$ cat config.mk
export PLATFORM = sky130hd
export DESIGN_NAME = microwave_cu
export DESIGN_NICKNAME = d
export VERILOG_FILES = /design/src/rtl/microwave_cu_pkg.sv /design/src/rtl/microwave_cu_btn_edge_det.sv /design/src/rtl/microwave_cu.sv
export SDC_FILE = /design/constraint.sdc
export NUM_CORES = 1
export LEC_CHECK = 0
export CAP_MARGIN = 20
export CORE_UTILIZATION = 45
export DETAILED_ROUTE_END_ITERATION = 10
export HOLD_SLACK_MARGIN = 0.03
export PLACE_DENSITY = 0.71
export SLEW_MARGIN = 20
export SYNTH_ARGS = -nofsm -noshare
export SYNTH_HDL_FRONTEND = slang
export SYNTH_HIERARCHICAL = 1
export SYNTH_SLANG_ARGS = --single-unit
$ cat constraint.sdc
create_clock -name clk -period 4.1 [get_ports clk]
set_input_delay 1.23 -clock clk [delete_from_list [all_inputs] [get_ports clk]]
set_output_delay 1.23 -clock clk [all_outputs]
set_load 0.1 [all_outputs]
$ cat src/rtl/microwave_cu_pkg.sv
// Shared encodings for the microwave control unit and its datapath:
// FSM states, datapath button pulse codes, field select codes and status LEDs.
package microwave_cu_pkg;

  typedef enum logic [2:0] {
    ST_IDLE    = 3'd0,
    ST_SET_MIN = 3'd1,
    ST_SET_SEC = 3'd2,
    ST_RUN     = 3'd3,
    ST_PAUSE   = 3'd4,
    ST_DONE    = 3'd5
  } state_t;

  localparam logic [1:0] BTN_NONE = 2'b00;
  localparam logic [1:0] BTN_UP   = 2'b10;
  localparam logic [1:0] BTN_DOWN = 2'b01;

  localparam logic [1:0] SEL_NONE = 2'b00;
  localparam logic [1:0] SEL_MIN  = 2'b10;
  localparam logic [1:0] SEL_SEC  = 2'b01;

  localparam logic [2:0] LED_NONE  = 3'b000;
  localparam logic [2:0] LED_RUN   = 3'b100;
  localparam logic [2:0] LED_PAUSE = 3'b010;
  localparam logic [2:0] LED_DONE  = 3'b001;

  function automatic logic [2:0] led_of(state_t s);
    case (s)
      ST_RUN:   led_of = LED_RUN;
      ST_PAUSE: led_of = LED_PAUSE;
      ST_DONE:  led_of = LED_DONE;
      default:  led_of = LED_NONE;
    endcase
  endfunction

endpackage

$ cat src/rtl/microwave_cu_btn_edge_det.sv
// Rising-edge detector for one debounced button level.
// The previous level resets to 1 so a button held through reset never counts as a press.
module btn_edge_det (
  input  logic clk,
  input  logic rst,
  input  logic level,
  output logic press
);

  logic prev;

  always_ff @(posedge clk) begin
    if (rst) prev <= 1'b1;
    else     prev <= level;
  end

  assign press = level & ~prev;

endmodule

$ cat src/rtl/microwave_cu.sv
// Microwave oven control unit: button edge detection, operating-mode FSM and
// buzzer timer. All outputs are registered alongside the state.
//
// state   | meaning
// IDLE    | waiting, no field selected
// SET_MIN | up/down adjust minutes
// SET_SEC | up/down adjust seconds
// RUN     | countdown enabled
// PAUSE   | countdown held (start press or door opened)
// DONE    | buzzer sounding for DONE_CYC cycles
module microwave_cu
  import microwave_cu_pkg::*;
#(
  parameter int DONE_CYC = 300
) (
  input  logic       clk,
  input  logic       rst,
  input  logic       btn_mode,
  input  logic       btn_up,
  input  logic       btn_down,
  input  logic       btn_start,
  input  logic       btn_cancel,
  input  logic       door_open,
  input  logic [5:0] min,
  input  logic [5:0] sec,
  input  logic       finish,
  output logic [1:0] btn,
  output logic [1:0] sel,
  output logic       run,
  output logic       buzzer,
  output logic [2:0] state_led
);

  localparam int CW = (DONE_CYC > 1) ? $clog2(DONE_CYC) : 1;

  logic [4:0] level, press;
  logic       p_mode, p_up, p_down, p_start, p_cancel;

  assign level = {btn_mode, btn_up, btn_down, btn_start, btn_cancel};
  assign {p_mode, p_up, p_down, p_start, p_cancel} = press;

  for (genvar i = 0; i < 5; i++) begin : g_edge
    btn_edge_det u_edge (
      .clk   (clk),
      .rst   (rst),
      .level (level[i]),
      .press (press[i])
    );
  end

  state_t        state, state_nxt;
  logic [1:0]    btn_nxt;
  logic [CW-1:0] done_cnt;
  logic          can_run, done_tc;

  assign can_run = !door_open && ({min, sec} != 12'd0);
  assign done_tc = (done_cnt == CW'(DONE_CYC - 1));

  // Priority: cancel > finish > door_open > start > mode > up/down
  always_comb begin
    state_nxt = state;
    btn_nxt   = BTN_NONE;
    if (p_cancel) begin
      state_nxt = ST_IDLE;
    end else begin
      case (state)
        ST_IDLE, ST_SET_MIN, ST_SET_SEC: begin
          if (p_start) begin
            if (can_run) state_nxt = ST_RUN;
          end else if (p_mode) begin
            case (state)
              ST_IDLE:    state_nxt = ST_SET_MIN;
              ST_SET_MIN: state_nxt = ST_SET_SEC;
              default:    state_nxt = ST_IDLE;
            endcase
          end else if (state != ST_IDLE && (p_up ^ p_down)) begin
            btn_nxt = p_up ? BTN_UP : BTN_DOWN;
          end
        end
        ST_RUN: begin
          if (finish)                    state_nxt = ST_DONE;
          else if (door_open || p_start) state_nxt = ST_PAUSE;
        end
        ST_PAUSE: begin
          if (p_start && can_run) state_nxt = ST_RUN;
        end
        ST_DONE: begin
          if ((|press) || done_tc) state_nxt = ST_IDLE;
        end
        default: state_nxt = ST_IDLE;
      endcase
    end
  end

  always_ff @(posedge clk) begin
    if (rst) begin
      state     <= ST_IDLE;
      btn       <= BTN_NONE;
      sel       <= SEL_NONE;
      run       <= 1'b0;
      buzzer    <= 1'b0;
      state_led <= LED_NONE;
      done_cnt  <= '0;
    end else begin
      state     <= state_nxt;
      btn       <= btn_nxt;
      sel       <= (state_nxt == ST_SET_MIN) ? SEL_MIN :
                   (state_nxt == ST_SET_SEC) ? SEL_SEC : SEL_NONE;
      run       <= (state_nxt == ST_RUN);
      buzzer    <= (state_nxt == ST_DONE);
      state_led <= led_of(state_nxt);
      if (state != ST_DONE)      done_cnt <= '0;
      else if (!done_tc)         done_cnt <= done_cnt + 1'b1;
    end
  end

endmodule
After elaboration in Yosys (flattened, before gate mapping). Index checks and enable logic that the tools add are counted.

Add/subtract/negate cells: 1. Equality and inequality tests: 12. Mux-type cells: 14. Bitwise gates (word level): 13. Reductions and logical operators: 14.

Operator list (count): 3-bit two-way mux (8); 3-bit by 2-bit equality test with 1-bit output (second input constant) (4); 3-bit equality test (second input constant) (4); 3-bit case mux with 4 select lines (1); 12-bit nonzero test (1); 9-bit by 1-bit adder with 9-bit output (second input constant) (1); 9-bit equality test (second input constant) (1); 3-bit case mux with 3 select lines (1); 1-bit inverter (7); 3-bit by 1-bit equality test with 1-bit output (second input constant) (2); 6-bit OR reduction (1); 1-bit bitwise AND (5); 5-bit OR reduction (1); 2-bit two-way mux (2); 2-bit case mux with 2 select lines (1); 2-bit OR reduction (2); 1-bit logical AND (3); 3-bit zero test (1); 3-bit != test (second input constant) (1); 3-bit nonzero test (1); 3-bit OR reduction (1); 1-bit logical OR (2); 1-bit zero test (1); 1-bit two-way mux (1); 1-bit XOR (1).

Register bits after elaboration: 26. Bits of input ports: 21. Output and inout bits: 9. Logic and storage cells: 67.

Logic depth before layout (Yosys ltp). Gate-level depths: netlist of the first run.

Depth after elaboration: 10. Depth in mapped cells: 6. Depth with buffers taken out: 6.

Modules after synthesis. The synthesis of the first run kept the hierarchy.

Modules (own cells, without submodules): microwave_cu (times used 1, cells an instance 117, area each 997.2 sq um, seq. area each 400.4 sq um); btn_edge_det (times used 5, cells an instance 3, area each 32.5 sq um, seq. area each 20.0 sq um).

Worst setup path before layout of the first run. OpenSTA, ideal clock, no wires.

Kind: input to register. Start point: input btn_start. End point: register sel[1]. Setup time: 0.116 ns. Arrival: 2.769 ns. Required time: 3.984 ns. Setup slack: 1.215 ns. Stages: 5. Path buffers: 0. Path through: nor2b_1 or4_1 or4b_4 and4b_1 and3_1.

Word-level cells in the longest chain between the ends: 8. Elaborated cells between the ends (all ways): 14. Classes of those cells: 1 x eq/ne; 8 x mux; 1 x bitwise; 4 x reduce/logical.

RTL lines: from (decl) (line microwave_cu.sv:21) `input logic btn_start,`; 1-bit bitwise AND (*) (line microwave_cu_btn_edge_det.sv:17) `assign press = level & ~prev;`; 5-bit OR reduction / 1-bit logical OR (equally long branches) (line microwave_cu.sv:88, microwave_cu.sv:82); 1-bit logical OR / 3-bit two-way mux (equally long branches) (line microwave_cu.sv:88, microwave_cu.sv:82); 3-bit two-way mux (on tied branches) (line microwave_cu.sv:88, microwave_cu.sv:81); 3-bit case mux with 4 select lines (*) (line microwave_cu.sv:66) `case (state)`; 3-bit two-way mux (*) (line microwave_cu.sv:63) `if (p_cancel) begin`; 3-bit by 1-bit equality test with 1-bit output (*) (line microwave_cu.sv:107) `sel <= (state_nxt == ST_SET_MIN) ? SEL_MIN :`; 2-bit two-way mux (*) (line microwave_cu.sv:107); to (signal assigned) (line microwave_cu.sv:107); to (decl) (line microwave_cu.sv:28) `output logic [1:0] sel,`.

Mark *: on every way between the ends. The rest lies on a longest branch, timed or not. A chain may end at the register's enable or synchronous reset.

Final worst setup path of the first run.
Start point: input btn_start. End point: register sel[1].

Word-level cells in the longest chain between the ends: 8. Elaborated cells between the ends (all ways): 14. Classes of those cells: 1 x eq/ne; 8 x mux; 1 x bitwise; 4 x reduce/logical.

RTL lines: 1-bit bitwise AND (*) (line microwave_cu_btn_edge_det.sv:17); via p_start (line microwave_cu.sv:37) `logic p_mode, p_up, p_down, p_start, p_cancel;`; 5-bit OR reduction / 1-bit logical OR (equally long branches) (line microwave_cu.sv:88, microwave_cu.sv:82); 1-bit logical OR / 3-bit two-way mux (equally long branches) (line microwave_cu.sv:88, microwave_cu.sv:82); 3-bit two-way mux (on tied branches) (line microwave_cu.sv:88, microwave_cu.sv:81); 3-bit case mux with 4 select lines (*) (line microwave_cu.sv:66); 3-bit two-way mux (*) (line microwave_cu.sv:63); 3-bit by 1-bit equality test with 1-bit output (*) (line microwave_cu.sv:107); 2-bit two-way mux (*) (line microwave_cu.sv:107).

Mark *: on every way through the listed nets, which the timed path passes. The rest lies on a longest branch.

==> results.txt, run 1 <==
The chip width is 52.77 um. By startpoint and endpoint, the worst setup path is classified as in2reg. The largest stage delay on the critical path is 460 ps.

The kind of cell with the highest combined delay along the critical path is simple AND/OR/NAND/NOR gates. In this run the remaining antenna-violating nets after routing total 0. For this run, the post-layout net count is 184.

Worst hold slack: 542.5 ps. The run gives 0 as the number of instances resized during post-cts repair. For the detailed-placement wirelength estimate, the log shows 1811 um.

The kind of launch point of the worst setup path is an input port. The tools report the DRC violation total after the first TritonRoute iteration as 16. The number of levels in the clock H-tree was 1.

The met2 capacity usage during global routing was 0.3122. The clock net sink count is 25, and the shortest period the worst path allows is 3073 ps. The synthesized netlist cell count is 132, and the antenna cell count is 0. Counting instances, the worst hold path has a depth of 2. The later pin in the worst-skew pair is clocked with a latency of 320 ps.

For this run, the top clock speed supported by timing is 325.4 MHz. The number of buffers added to fix hold violations after cts was 0; the utilization of the core after routing was 0.6101. For this run, the number of Yosys warnings is 6. The depth of the worst register-to-register path is 6.

The number of different library cells used by synthesis comes to 43. The synthesized flop and latch total came out at 25. The number of nets handed over by synthesis was 154.

The area share of fa/ha/maj cells after synthesis is 0.01079. The number of buffers on the longest clock path was 2; the area added between synthesis and finish was 29.13%. The setup-violating endpoint count in the final report was 0; the global-route congestion overflow total was 0. After clock tree synthesis, the setup repair step added 0 buffers.

The first global-routing pass estimated 4071 um of wire. The simple-gate area share of the yosys netlist works out to 0.3420. The run gives 0.259 as the clock network power share. The core region is 2455 um^2. The sum of buffers and inverters on the critical path is 1, and the reported leakage power is 0.0005117 uW.

The path class of the tightest hold or removal check is reg2reg. Final routed wire length divided by cell count: 12.17 um. The met1 track utilization from global routing is 0.2670, and the fraction of final layout cells sized beyond drive strength 1 is 0.06211. Starting utilization of the core area: 0.4725.

The clock transition at the registers of the reported paths is 150 ps, and the post-synthesis compound-gate area fraction is 0.1176. The hold violation count in the final report is 0, and the cell depth of the worst setup path is 7. For the die area, the log shows 2785 um^2.

In the routed layout, each cell is associated on average with a via count of 5.356. The flow ran to the end, and the final reports show no timing, DRC or antenna violations. Setup repair after global routing left no endpoint under its margin. The number of antenna violations at the first check in global routing was 0. The run gives 1160 um^2 as the mapped cell area.

The fraction of power spent switching nets was 0.2651. The overall routing resource usage was 0.1986. The worst setup path is captured at a flip-flop. The maximum ir drop on the vdd rail is 0.2385 mV. Among all stages on the critical path, the largest delay is contributed by sky130_fd_sc_hd__clkdlybuf4s50_1. TritonCTS built the clock tree. For this design the top-level I/O count stands at 30.

The reported net switching power is 114.8 uW. The TritonCTS buffer count is 3. The run gives 0.584 as the sequential cell fraction of total power. At the worst endpoint, the required time is 4360 ps. The signal on the critical path passes through clkdlybuf4s50_1, nor2b_1, and2b_2, a2111oi_0, a221o_1, and4b_1, and3_1. The sequential element share of the synthesized area was 0.4315. Y dimension of the die: 52.77 um. The multiplexer share of the synthesized area works out to 0.01834.

The run gives 0 ps as the setup TNS. The tools report the part of the total power dissipated in combinational logic as 0.157. The run gives 318.3 uW as the internal power of the cells. The count of buffers added on input and output ports is 29. Max-cap violations in this run came to 0. met2 is the most crowded layer.

For this run, the detailed router's first-pass iteration total came to 4. The met3 capacity usage during global routing was 0.02609; the total count of max-transition violations in the final report was 0. Once layout is done, the placed cells without fillers occupy 1498 um^2. The pin count of the biggest net entering global routing was 16; the worst-margin pin slew was 967.4 ps.

The relative slew slack was 0.3531; the largest fanout on the critical path was 8. The via count of the first global-routing pass was 947; the post-route DRC violation count was 0. The tree is rooted in a sky130_fd_sc_hd__clkbuf_4.

The final cycle utilization of the critical path was 0.7496. After floorplanning, the core was divided into 18 placement rows. At the end of routability-driven placement, the weighted congestion stood at 0.8692. Total power for the finished layout comes to 433.1 uW. The final layout contains routed wiring with a total length of 2324 um.

Clock skew: 10.18 ps. The mean instance size in the synthesized netlist is 8.787 um^2, and the via total after detailed routing is 1023. The placed standard-cell area was 1468 um^2; the xor-xnor portion of the synthesized cell area was 0.05286. The tools report the worst path arrival time as 3340 ps. The total power per unit cell area works out to 289.2 nW/um^2. Counting the fill cells in the layout gives 218. After synthesis, the largest family of logic cells by area is simple AND/OR/NAND/NOR gates.
==> cells by family (layout without fill, tap and decap cells) <==
logic type	after synthesis	after routing
fa+ha+maj	1	1
compound gates	20	20
flops	25	25
buf+inv	7	36
simple gates	70	70
xor+xnor	7	7
mux	2	2
==> cell usage in the layout, fill, tap and decap left out, types with 2 or more instances in the layout <==
cell                              synthesis  layout
sky130_fd_sc_hd__a21oi_1                  8       8
sky130_fd_sc_hd__and3_1                   2       2
sky130_fd_sc_hd__and4_1                   2       2
sky130_fd_sc_hd__clkbuf_4                 0       3
sky130_fd_sc_hd__clkdlybuf4s50_1          0      29
sky130_fd_sc_hd__dfxtp_1                 25      25
sky130_fd_sc_hd__inv_1                    3       3
sky130_fd_sc_hd__nand2_1                 10      10
sky130_fd_sc_hd__nand3_1                  2       2
sky130_fd_sc_hd__nand4_1                  2       2
sky130_fd_sc_hd__nor2_1                  16      16
sky130_fd_sc_hd__nor2b_1                 10      10
sky130_fd_sc_hd__nor3_1                   3       3
sky130_fd_sc_hd__nor3b_1                  2       2
sky130_fd_sc_hd__nor4_1                   4       4
sky130_fd_sc_hd__o21ai_0                  2       2
sky130_fd_sc_hd__or2_1                    5       5
sky130_fd_sc_hd__or2_2                    2       2
sky130_fd_sc_hd__or4_1                    2       2
sky130_fd_sc_hd__xnor2_1                  4       4
sky130_fd_sc_hd__xor2_1                   3       3
==> layout make-up <==
class                      instances  area, um^2  share of cell area
clock inverter                     1       7.507            0.005013
sequential                        25       500.5              0.3342
clock buffer                       3       22.52             0.01504
inverter                           3       11.26            0.007519
timing repair buffer              29       290.3              0.1938
tap                               30       37.54             0.02506
multi-input combinational        100       628.1              0.4194
==> synthesized netlist by cell type, drive strengths merged <==
cell type / number / share of area
a2111oi: 1 / 0.0076
a211o: 1 / 0.0076
a211oi: 1 / 0.011
a21oi: 8 / 0.035
a221o: 1 / 0.0086
a22oi: 1 / 0.0065
a31oi: 1 / 0.0054
and2b: 1 / 0.0076
and3: 2 / 0.011
and4: 2 / 0.015
and4b: 1 / 0.0086
buf: 2 / 0.011
clkbuf: 2 / 0.0065
dfxtp: 25 / 0.43
ha: 1 / 0.011
inv: 3 / 0.0097
mux2: 1 / 0.0097
mux2i: 1 / 0.0086
nand2: 10 / 0.032
nand2b: 1 / 0.0054
nand3: 2 / 0.0086
nand4: 2 / 0.011
nor2: 16 / 0.052
nor2b: 10 / 0.054
nor3: 3 / 0.013
nor3b: 2 / 0.013
nor4: 4 / 0.022
nor4b: 1 / 0.0076
o211ai: 1 / 0.0065
o21a: 1 / 0.0065
o21ai: 2 / 0.0086
o2bb2ai: 1 / 0.0076
o32ai: 1 / 0.0076
or2: 7 / 0.038
or2b: 1 / 0.0065
or3: 1 / 0.0054
or3b: 1 / 0.0076
or4: 2 / 0.013
or4b: 1 / 0.012
xnor2: 4 / 0.030
xor2: 3 / 0.023
==> sequential cells by signal, summed over array words and instances, names as in the netlist <==
| signal | cells |
|---|---|
| g_edge.u_edge/prev | 5 |
| buzzer | 1 |
| state | 3 |
| done_cnt | 9 |
| btn | 2 |
| run | 1 |
| sel | 2 |
| state_led | 2 |
==> worst register-to-register path: stages (launching register included) <==
cell,delay [ps]
sky130_fd_sc_hd__dfxtp_1,370
sky130_fd_sc_hd__ha_1,250
sky130_fd_sc_hd__and4_1,210
sky130_fd_sc_hd__nand2_1,170
sky130_fd_sc_hd__or4b_4,520
sky130_fd_sc_hd__and4b_1,220
sky130_fd_sc_hd__and3_1,170
==> per-layer routing <==
metal	part of all wire	vias to the layer above
met5	0	-
met4	0.0043	0
met3	0.049	2
met2	0.48	28
met1	0.46	462
li1	-	531
==> stage by stage <==
stage / setup WS (ps) / instances
after global placement: 740.1 / 187
after floorplan: 1215 / 132
after global routing: 788.8 / 191
after CTS: 1046 / 191
final: 1027 / 191
after detailed placement: 706.0 / 187
==> path summary, 6_finish.rpt <==
kind	end	startpoint	slack [ps]
setup / recovery	sel[1]	btn_start	1030
hold / removal	done_cnt[8]	done_cnt[8]	540
setup reg to reg	sel[1]	done_cnt[0]	2100
hold reg to reg	done_cnt[8]	done_cnt[8]	540
==> power groups by stage <==
stage / Sequential [uW] / Clock, uW / Combinational [uW]
2_1_floorplan: 269 / 0 / 27.7
3_5_place_dp: 258 / 0 / 67.9
3_3_place_gp: 258 / 0 / 66.7
4_1_cts: 253 / 116 / 68.1
5_1_grt: 254 / 125 / 74.3
6_report: 253 / 112 / 67.9
(Power assumes the default switching activity.)
==> run 2, diff against run 1 <==
--- a/config.mk
+++ b/config.mk
@@ -6,7 +6,7 @@
 export NUM_CORES = 1
 export LEC_CHECK = 0
 export CAP_MARGIN = 20
-export CORE_UTILIZATION = 45
+export CORE_UTILIZATION = 43
 export DETAILED_ROUTE_END_ITERATION = 10
 export HOLD_SLACK_MARGIN = 0.03
 export PLACE_DENSITY = 0.71
==> constraint.sdc (replaced) <==
create_clock -name clk -period 2.6 [get_ports clk]
set_input_delay 0.78 -clock clk [delete_from_list [all_inputs] [get_ports clk]]
set_output_delay 0.78 -clock clk [all_outputs]
set_load 0.1 [all_outputs]
==> run 2 against run 1 <==
Clock power is 50% higher. Register-to-register slack worse by 1500 ps. Power is 57% higher. Die area is 4.5% higher. Critical path depth is 1 lower. Clock skew is 6.1 ps lower. Sequential share of layout area is 1.1 points lower. Largest cell class unchanged. Via count is 1.9% higher.
==> results.txt, run 2 (synthesis gave the netlist of run 1 again) <==
The run finished with clean final reports. TritonCTS buffer count: 3 (unchanged). For the worst path arrival time, the log shows 2740 ps (-600 ps).

The clock skew was 4.081 ps (-6.097 ps). The chip width works out to 53.94 um (+2.2%). Total count of max-transition violations in the final report: 0 (unchanged).

The number of buffers on the longest clock path was 2 (unchanged). Total power per unit cell area: 440.9 nW/um^2 (+52%). The logs give 14 (-2) for the pin count of the biggest net entering global routing and 2909 um^2 (+4.5%) for the die area.

Number of buffers added to fix hold violations after cts: 0 (unchanged). The sum of buffers and inverters on the critical path is 1 (unchanged), and the antenna cell count is 0 (unchanged). Kind of path behind the tightest hold check: reg2reg. The run gives -265.8 ps (-971.8 ps) as the worst setup slack before clock tree synthesis. The worst setup path is captured at a flip-flop. Leaving out fill and tap cells, the most frequent cell in the layout is sky130_fd_sc_hd__dfxtp_1.

The setup TNS is 0 ps (unchanged). The global-route congestion overflow total is 0 (unchanged), and the count of port buffers added during placement is 29 (unchanged). In this run the critical register-to-register path is launched from state[0]. The number of flip-flops under the largest register name is 9 (unchanged), and the number of top-level pins is 30 (unchanged).

Setup repair after global routing left no endpoint under its margin. The cell at the slowest stage of the critical path is sky130_fd_sc_hd__or4_1. The area added between synthesis and finish was 33.33%; the max capacitance violation total was 0 (unchanged). The worst-margin pin slew came out at 410.6 ps (-556.7 ps). The DRC violation total after the first TritonRoute iteration was 11 (-5).

For the post-route DRC violation count, the log shows 0 (unchanged). The filler-free cell count of the finished design was 201 (+5.2%). For the number of instances resized during post-cts repair, the log shows 0 (unchanged). Register name with the most flops: done_cnt.

The tree is rooted in a sky130_fd_sc_hd__clkbuf_4. The maximum clock frequency came out at 397.6 MHz. The hold violation count in the final report was 0 (unchanged). The library cells used most frequently in the layout, excluding fill and tap cells, are sky130_fd_sc_hd__dfxtp_1 (25), sky130_fd_sc_hd__clkdlybuf4s50_1 (20), sky130_fd_sc_hd__buf_4 (19), sky130_fd_sc_hd__nor2_1 (16). The instance count after placement with tap cells included came out at 197 (+5.3%). Traced cell by cell, the critical path runs through clkdlybuf4s50_1, nor2b_1, or4_1, or4b_4, and4b_1, and3_1. The detailed-placement wirelength estimate is 1870 um (+3.3%).

Number of search-and-repair iterations in the first detailed-routing pass: 4 (unchanged). The clock transition at the registers of the reported paths works out to 130 ps (-20 ps). The worst setup path is launched from an input port. The remaining antenna violation count is 0 (unchanged), and the reported leakage power is 0.0005781 uW (+13%).

The largest delay contributor family on the critical path is simple AND/OR/NAND/NOR gates. The number of levels in the clock H-tree was 1 (unchanged). The tools report the destination of the critical timing path as sel[1].

The largest stage delay on the critical path is 520 ps (+60 ps), and the relative slew slack is 0.7192 (+0.3661). Setup slack of the critical path after layout: 85.18 ps (-941.5 ps). The wire length after detailed routing is 2357 um (+1.4%), and the final cycle utilization of the critical path is 0.9672. The starting utilization of the core area was 0.4598 (-0.01266); the global-route wire length before repair was 3877 um (-4.8%). The post-CTS setup buffer count is 0 (unchanged). The via count of the first global-routing pass was 904 (-4.5%).

The largest registers in the layout are done_cnt: 9 flops, g_edge.u_edge/prev: 5 flops, state: 3 flops. The critical path required time is 2820 ps (-1540 ps), and the largest fanout on the critical path is 4 (-4). The row count came out at 18 (unchanged). The overall routing resource usage was 0.1849 (-0.01363).

In this run the worst setup path begins at btn_start. The depth of the worst register-to-register path was 5 (-1). Latest clock arrival within the worst-skew pair: 310 ps (about the same). The critical path is of the in2reg type. The tools report the internal reg-to-reg setup slack as 610 ps (-1490 ps). The floorplan core area was 2522 um^2 (+2.8%); the cell depth of the worst setup path was 6 (-1). Clock net sink count: 25 (unchanged). Maximum ir drop on the vdd rail: 0.3734 mV (+57%). The number of fill cells in the layout is 240 (+10%). The setup-violating endpoint count in the final report was 0 (unchanged). The post-layout net count is 194 (+5.4%). The average vias per placed instance works out to 5.184 (-3.2%). The run gives 0.8108 (-6.7%) as the routability congestion estimate.

Final routed wire length divided by cell count: 11.73 um (-3.6%). The shortest period the worst path allows was 2515 ps. The run gives 1042 (+1.9%) as the via total after detailed routing. TritonCTS built the clock tree. The fraction of final layout cells sized beyond drive strength 1 is 0.1637 (+0.1016). The number of antenna violations at the first check in global routing came out at 0 (unchanged). The y dimension of the die works out to 53.94 um (+2.2%). The endpoint identified for the worst register-to-register timing path is sel[1].
==> run 2: per-stage QoR <==
stage / total power (uW) / hold slack (ps) / area, um^2 / utilization
CTS: 685.3 / 542.0 / 1546 / 0.6131
detailed placement: 522.3 / 505.9 / 1520 / 0.6027
global route: 710.6 / 559.5 / 1546 / 0.6131
floorplan: 467.7 / 476.0 / 1160 / -
global placement: 520.4 / 504.1 / 1520 / 0.6027
finish: 681.8 / 536.4 / 1546 / 0.6131
==> run 2: cell type report <==
cell class	instances	area (um^2)	share of cell area
clock buffers	4	26.28	0.01699
multi-input cells	100	628.1	0.4061
flip-flops and latches	25	500.5	0.3236
well taps	30	37.54	0.02427
repair buffers	39	342.8	0.2217
inverters	3	11.26	0.007282
==> run 2: how the worst min path moves through the flow <==
stage	end	depth (start not counted)	from
global placement	done_cnt[8]	2	done_cnt[8]
detailed placement	done_cnt[8]	2	done_cnt[8]
floorplan	done_cnt[8]	2	done_cnt[8]
global route	done_cnt[8]	2	done_cnt[8]
CTS	done_cnt[8]	2	done_cnt[8]
finish	done_cnt[8]	2	done_cnt[8]
==> run 2: per-layer routing <==
metal / vias to the layer above / share of wire / track usage
met2: 29 / 0.46 / 0.2922
met4: 0 / 0.0093 / 0.05263
li1: 542 / - / -
met5: - / 0 / 0
met1: 467 / 0.49 / 0.2440
met3: 4 / 0.047 / 0.05085
==> run 2: tightest hold or removal path, stage by stage, from the launching register on <==
cell and delay, ps:
sky130_fd_sc_hd__dfxtp_1 370, sky130_fd_sc_hd__xnor2_1 70, sky130_fd_sc_hd__nor2_1 70
==> run 2: where the power goes <==
part	switching [uW]	internal, uW	total [uW]
clock	108	60.0	168
combinational	57.8	57.2	115
sequential	6.82	392	399
